===== config.mk =====
export PLATFORM = sky130hd
export DESIGN_NAME = vvp_dot
export DESIGN_NICKNAME = d
export VERILOG_FILES = /design/src/rtl/vvp_pkg.sv /design/src/rtl/vvp_redux.sv /design/src/rtl/vvp_dot.sv
export SDC_FILE = /design/constraint.sdc
export NUM_CORES = 1
export LEC_CHECK = 0
export CORE_ASPECT_RATIO = 0.8
export CORE_MARGIN = 2
export CORE_UTILIZATION = 40
export DETAILED_ROUTE_END_ITERATION = 10
export PLACE_DENSITY_LB_ADDON = 0.1
export SLEW_MARGIN = 20
export SYNTH_ARGS = -nofsm -noshare
export SYNTH_HDL_FRONTEND = slang
export SYNTH_SLANG_ARGS = --single-unit
export TNS_END_PERCENT = 1

===== constraint.sdc =====
create_clock -name vclk -period 10.4
set_input_delay 1.56 -clock vclk [all_inputs]
set_output_delay 1.56 -clock vclk [all_outputs]
set_load 0.05 [all_outputs]

===== src/rtl/vvp_pkg.sv =====
// Shared mode encodings and width helper for the vvp dot-product lane.
// Optional clock-enable feature is selected by the VVP_CE_EN macro.
package vvp_pkg;

    localparam logic [1:0] VVP_PM1  = 2'b00;
    localparam logic [1:0] VVP_P1   = 2'b01;
    localparam logic [1:0] VVP_M1   = 2'b10;
    localparam logic [1:0] VVP_ZERO = 2'b11;

    // Width of a signed sum over n ternary products.
    function automatic int unsigned vvp_sw(input int unsigned n);
        return $clog2(n) + 2;
    endfunction

endpackage


===== src/rtl/vvp_redux.sv =====
// Recursive reduction node: a size-1 node forms one ternary product, larger nodes add
// their upper-half (l) and lower-half (r) children. PIPE[level] adds an output register.
module vvp_redux
    import vvp_pkg::*;
#(
    parameter int unsigned         SZ   = 2,
    parameter logic [$clog2(SZ):0] PIPE = '0
) (
    input  logic                         clk,
    input  logic                         rst,
    input  logic                         ce,
    input  logic [1:0]                   mode,
    input  logic [SZ-1:0]                W,
    input  logic [SZ-1:0]                D,
    output logic signed [$clog2(SZ)+1:0] S
);

    localparam int unsigned LV = $clog2(SZ);

    logic signed [LV+1:0] sum;

    if (SZ == 1) begin : g_leaf
        always_comb begin
            sum = '0;
            if (D[0]) begin
                unique case (mode)
                    VVP_PM1:  sum = W[0] ? 2'sb11 : 2'sb01;
                    VVP_P1:   sum = W[0] ? 2'sb01 : 2'sb00;
                    VVP_M1:   sum = W[0] ? 2'sb11 : 2'sb00;
                    VVP_ZERO: sum = 2'sb00;
                    default:  sum = 2'sb00;
                endcase
            end
        end
    end else begin : g_node
        localparam int unsigned HS = SZ / 2;

        logic signed [LV:0] sl;
        logic signed [LV:0] sr;

        vvp_redux #(
            .SZ   (HS),
            .PIPE (PIPE[LV-1:0])
        ) l (
            .clk  (clk),
            .rst  (rst),
            .ce   (ce),
            .mode (mode),
            .W    (W[SZ-1:HS]),
            .D    (D[SZ-1:HS]),
            .S    (sl)
        );

        vvp_redux #(
            .SZ   (HS),
            .PIPE (PIPE[LV-1:0])
        ) r (
            .clk  (clk),
            .rst  (rst),
            .ce   (ce),
            .mode (mode),
            .W    (W[HS-1:0]),
            .D    (D[HS-1:0]),
            .S    (sr)
        );

        assign sum = {sl[LV], sl} + {sr[LV], sr};
    end

    if (PIPE[LV]) begin : g_reg
        logic signed [LV+1:0] s_q;

        always_ff @(posedge clk) begin
            if (rst) begin
                s_q <= '0;
            end else if (ce) begin
                s_q <= sum;
            end
        end

        assign S = s_q;
    end else begin : g_comb
        // Combinational levels never look at the control inputs.
        logic unused_ctl;
        assign unused_ctl = ^{clk, rst, ce};
        assign S = sum;
    end

endmodule


===== src/rtl/vvp_dot.sv =====
// Binary/ternary vector dot product with per-level pipelining selected by PIPE.
// Define VVP_CE_EN to add a clock-enable input 'ce' gating every pipeline register.
module vvp_dot
    import vvp_pkg::*;
#(
    parameter int unsigned        N    = 64,
    parameter logic [$clog2(N):0] PIPE = '0
) (
    input  logic                     clk,
    input  logic                     rst,
`ifdef VVP_CE_EN
    input  logic                     ce,
`endif
    input  logic [1:0]               mode,
    input  logic [N-1:0]             W,
    input  logic [N-1:0]             D,
    output logic signed [vvp_sw(N)-1:0] S
);

    logic ce_int;

`ifdef VVP_CE_EN
    assign ce_int = ce;
`else
    assign ce_int = 1'b1;
`endif

    vvp_redux #(
        .SZ   (N),
        .PIPE (PIPE)
    ) root (
        .clk  (clk),
        .rst  (rst),
        .ce   (ce_int),
        .mode (mode),
        .W    (W),
        .D    (D),
        .S    (S)
    );

endmodule


Yosys cells after proc, flatten, opt, wreduce, memory -nomap -nowiden
Index checks and enable logic that the tools add are counted.
{"block": "totals", "register_bits": 0, "inputBits": 132, "out_inout_bits": 8, "elab_cells": 387}
{"block": "classes", "n_addsub": 63, "n_eq_ne": 3, "n_mux": 320, "reduce_logical": 1}
{"op": "$pmux W2 S4", "n": 64}
{"op": "$mux W2", "n": 192}
{"op": "$add A2 B2 Y3", "n": 32}
{"op": "$add A3 B3 Y4", "n": 16}
{"op": "$mux W1", "n": 64}
{"op": "$add A4 B4 Y5", "n": 8}
{"op": "$add A5 B5 Y6", "n": 4}
{"op": "$add A6 B6 Y7", "n": 2}
{"op": "$add A7 B7 Y8", "n": 1}
{"op": "$eq A2 B2 Y1 const B", "n": 2}
{"op": "$eq A2 B1 Y1 const B", "n": 1}
{"op": "$logic_not A2 Y1", "n": 1}

Depth between registers and ports, before layout
{"block": "logic_depth", "word_depth": 9, "ltp_mapped": 28, "mapped_depth_nobuf": 27}

Modules after synthesis
From an unflattened synthesis, not the netlist that was laid out.
{"block": "unflattened", "hier_cells": 1012, "hier_area_um2": 8486.9}
{"module": "vvp_redux (root.g_node.l.g_node.l.g_node.l.g_node.l.g_node.l.g_node.l ...)", "n_inst": 64, "cells_each": 6, "area_each_um2": 37.5, "seq_area_each_um2": 0.0}
{"module": "vvp_redux (root.g_node.l.g_node.l.g_node.l.g_node.l.g_node.l ...)", "n_inst": 32, "cells_each": 6, "area_each_um2": 63.8, "seq_area_each_um2": 0.0}
{"module": "vvp_redux (root.g_node.l.g_node.l.g_node.l ...)", "n_inst": 8, "cells_each": 16, "area_each_um2": 141.4, "seq_area_each_um2": 0.0}
{"module": "vvp_redux (root.g_node.l.g_node.r.g_node.l.g_node.r ...)", "n_inst": 8, "cells_each": 7, "area_each_um2": 90.1, "seq_area_each_um2": 0.0}
{"module": "vvp_redux (root.g_node.l.g_node.l.g_node.l.g_node.l ...)", "n_inst": 8, "cells_each": 9, "area_each_um2": 88.8, "seq_area_each_um2": 0.0}
{"module": "vvp_redux (root.g_node.l.g_node.l ...)", "n_inst": 4, "cells_each": 19, "area_each_um2": 171.4, "seq_area_each_um2": 0.0}
{"module": "vvp_redux (root.g_node.l ...)", "n_inst": 2, "cells_each": 33, "area_each_um2": 255.2, "seq_area_each_um2": 0.0}
{"module": "vvp_redux (root)", "n_inst": 1, "cells_each": 37, "area_each_um2": 280.3, "seq_area_each_um2": 0.0}
{"module": "vvp_dot", "n_inst": 1, "cells_each": 1, "area_each_um2": 3.8, "seq_area_each_um2": 0.0}

Worst setup path after synthesis
OpenSTA, ideal clock, no wires.
{"block": "synth_timing", "path_type": "input port to output port", "startpoint": "input port mode[0]", "endpoint": "output port S[7]", "arrival_ns": 9.190, "t_required_ns": 8.840, "setup_slack_ns": -0.350, "cell_stages": 26, "n_path_buf": 3, "cell_sequence": "buf_2 buf_2 clkbuf_1 nand3b_1 fa_1 inv_1 fa_1 inv_1 fa_1 inv_1 fa_1 inv_1 fa_1 inv_1 fa_1 fa_1 fa_1 fa_1 inv_1 fa_1 inv_1 ha_1 inv_1 o21bai_1 a21oi_1 xnor2_1"}
{"block": "synth_between", "elab_chain_cells": 9, "elab_cells_between_ends": 195, "classes_between": "add/sub (63); eq/ne (3); mux (128); reduce/logical (1)"}
{"element": "start: declaration", "line": "vvp_dot.sv:14", "source": "input logic [1:0] mode,"}
{"element": "$eq A2 B2 Y1, or another cell as far along", "line": "vvp_redux.sv:26", "source": "unique case (mode)"}
{"element": "$pmux W2 S4", "line": "vvp_redux.sv:26"}
{"element": "$mux W2", "line": "vvp_redux.sv:25", "source": "if (D[0]) begin"}
{"element": "$add A2 B2 Y3", "line": "vvp_redux.sv:67", "source": "assign sum = {sl[LV], sl} + {sr[LV], sr};"}
{"element": "$add A3 B3 Y4", "line": "vvp_redux.sv:67"}
{"element": "$add A4 B4 Y5", "line": "vvp_redux.sv:67"}
{"element": "$add A5 B5 Y6", "line": "vvp_redux.sv:67"}
{"element": "$add A6 B6 Y7", "line": "vvp_redux.sv:67"}
{"element": "$add A7 B7 Y8 *", "line": "vvp_redux.sv:67"}
{"element": "end: declaration", "line": "vvp_dot.sv:17", "source": "output logic signed [vvp_sw(N)-1:0] S"}
Mark *: on every way between the ends. The rest lies on a longest branch, timed or not.

Final worst setup path
{"block": "layout_timing", "startpoint": "input port W[26]", "endpoint": "output port S[7]"}
{"block": "layout_between", "elab_chain_cells": 9, "elab_cells_between_ends": 11, "classes_between": "add/sub (6); mux (5)"}
{"element": "start: declaration", "line": "vvp_dot.sv:15", "source": "input logic [N-1:0] W,"}
{"element": "$mux W2, or another cell as far along", "line": "vvp_redux.sv:29", "source": "VVP_M1: sum = W[0] ? 2'sb11 : 2'sb00;"}
{"element": "$pmux W2 S4 *", "line": "vvp_redux.sv:26"}
{"element": "$mux W2 *", "line": "vvp_redux.sv:25"}
{"element": "$add A2 B2 Y3 *", "line": "vvp_redux.sv:67"}
{"element": "$add A3 B3 Y4 *", "line": "vvp_redux.sv:67"}
{"element": "$add A4 B4 Y5 *", "line": "vvp_redux.sv:67"}
{"element": "$add A5 B5 Y6 *", "line": "vvp_redux.sv:67"}
{"element": "$add A6 B6 Y7 *", "line": "vvp_redux.sv:67"}
{"element": "$add A7 B7 Y8 *", "line": "vvp_redux.sv:67"}
Marked as above.

==> results_dict.tcl <==
set metrics [dict create \
    vias 5309 \
    postRouteAntennaNets 0 \
    io_pins 140 \
    status "complete, no violations" \
    whs_ns 4.25 \
    portBuffers 138 \
    worstHoldPathCells 5 \
    placed_cell_area_mm2 0.00872 \
    grt_max_degree 48 \
    viasPerCell 4.62 \
    postSynthCellCount 754 \
    avgRoutedWirePerCell_um 14.2 \
    path_buf_inv 7 \
    drc 0 \
    n_antenna_cell 0 \
    die_h_um 119 \
    die_x_um 148 \
    seqCellArea_um2 0 \
    maxSlewViolCount 0 \
    syn_to_final_growth_pct 33.4 \
    clock.fmax_ghz 0.0966 \
    ys_warn_count 0 \
    worstPathCellList "clkdlybuf4s50_1 > nand3b_1 > fa_1 > fa_1 > inv_1 > fa_1 > inv_1 > fa_1 > inv_1 > fa_1 > fa_1 > fa_1 > fa_1 > ha_1 > inv_1 > fa_1 > inv_1 > fa_2 > a21o_1 > a21oi_2 > o21bai_1 > a21oi_2 > xnor2_2 > buf_12" \
    min_from "D[42]" \
    grt_use_met1 0.275 \
    design_area_mm2 0.00883 \
    path_class "input port to output pin" \
    cts_hold_buf 0 \
    hold_viol 0 \
    yosysMostFrequentCell "inv_1" \
    dr.first_iter.drc_count 137 \
    drive_above_1_share 0.109 \
    cpPeakStageDelay_ns 0.57 \
    drt_first_pass_iters 4 \
    synth_nets 1101 \
    crit_required_ns 8.84 \
    place_hpwl_um 15100 \
    synth.distinct_cells 19 \
    period_needed_ns 10.35 \
    synth.area.top_cells "fa_1 (51%), inv_1 (14%), ha_1 (8.5%)" \
    finish.utilization 0.540 \
    grt_antenna_before_repair 0 \
    start_kind "input port" \
    n_fill_cell 1492 \
    crit_fanout 2 \
    met3_usage 0.00843 \
    die-area_mm2 0.0176 \
    rsz0062_at_grt "true" \
    worst_slack_ns 0.0462 \
    period_share 0.996 \
    grtUsageTotal 0.193 \
    nFlopsAndLatches 0 \
    synth_top_area_frac 0.514 \
    critPathMostFrequentCell "fa_1" \
    slew_headroom 0.668 \
    worst_pin_slew_ns 0.498 \
    place.gp.congestion 0.852 \
    critPathTopFamily "adder cells" \
    hold_path_end "S[1]" \
    start_util 0.405 \
    synth_seq_area_share 0 \
    syn_avg_cell_area_um2 8.77 \
    nClkBuffers 0 \
    finalNetCount 1279 \
    critPathCaptureType "output pin" \
    worstPathArrival_ns 8.79 \
    top_usage_layer "met2" \
    yosys-top-cells-count "inv_1 (239), fa_1 (170), nor2_1 (57)" \
    syn_area_mm2 0.00662 \
    multi_input_area_mm2 0.00571 \
    grt_overflow 0 \
    drt-total-wl_um 16300 \
    use_met2 0.349 \
    std_cell_rows 42 \
    setup_viol 0 \
    dp_slack_ns -0.361 \
    hp-class "input port to output pin" \
    slowest_stage "fa_1" \
    maxCapViolations 0 \
    coreArea_mm2 0.0163 \
    grt_pass1_vias 5783 \
    grt_pass1_wl_um 27900 \
    synth_top_area_cell "fa_1" \
]
routing by layer:
metal	routed length, um	up-vias
li1	-	2549
met4	11	0
met2	8260	118
met5	0	-
met3	546	3
met1	7460	2639
layout by cell type, fill, tap and decap left out, types with 9 or more instances in the layout:
| cell type | count |
|---|---|
| nand2_1 | 25 |
| fa_1 | 157 |
| clkdlybuf4s50_1 | 124 |
| nand3b_1 | 39 |
| xnor2_1 | 10 |
| nor2_1 | 53 |
| ha_1 | 43 |
| buf_4 | 61 |
| nor2b_1 | 31 |
| fa_2 | 13 |
| maj3_1 | 30 |
| o21ai_0 | 33 |
| inv_1 | 236 |
| buf_12 | 9 |
| a21oi_1 | 34 |
worst max-delay path by stage:
stage,startpoint,end,slack [ns],cells after the start
finish,W[26],S[7],0.05,24
detailed placement,D[20],S[7],-0.36,24
CTS,W[32],S[7],0.003,24
global placement,D[20],S[7],-0.29,24
global route,W[40],S[7],-0.24,25
floorplan,mode[0],S[5],-0.15,23
stage by stage:
step                instances  TNS [ns]
floorplan                 754    -0.289
global placement         1149    -0.668
detailed placement       1149    -0.960
CTS                      1150         0
global route             1150    -0.539
finish                   1150         0
final cells by class:
type	count	share of cell area
Multi-Input combinational cell	490	0.647
Timing Repair Buffer	201	0.221
Inverter	239	0.102
Tap cell	220	0.0312
kinds of logic after synthesis:
logic type	after synthesis	synth area share
AND/OR/NAND/NOR	154	0.122
XOR/XNOR	16	0.0212
buffers and inverters	264	0.153
AO/OA/AOI/OAI	75	0.0583
adder cells (fa/ha/maj)	245	0.645
what timing repair did:
| action | 4_1_cts | 5_1_grt |
|---|---|---|
| setup endpoints to repair | 4 | 4 |
| resized for setup | 22 | 11 |
| setup buffers | 2 | 0 |
| endpoints found under the hold margin | 0 | 0 |
| pin swaps | 62 | 8 |
Power is left out: the tool's default activity adds up to more than one toggle a clock period on the data nets, which glitch-free logic cannot reach.
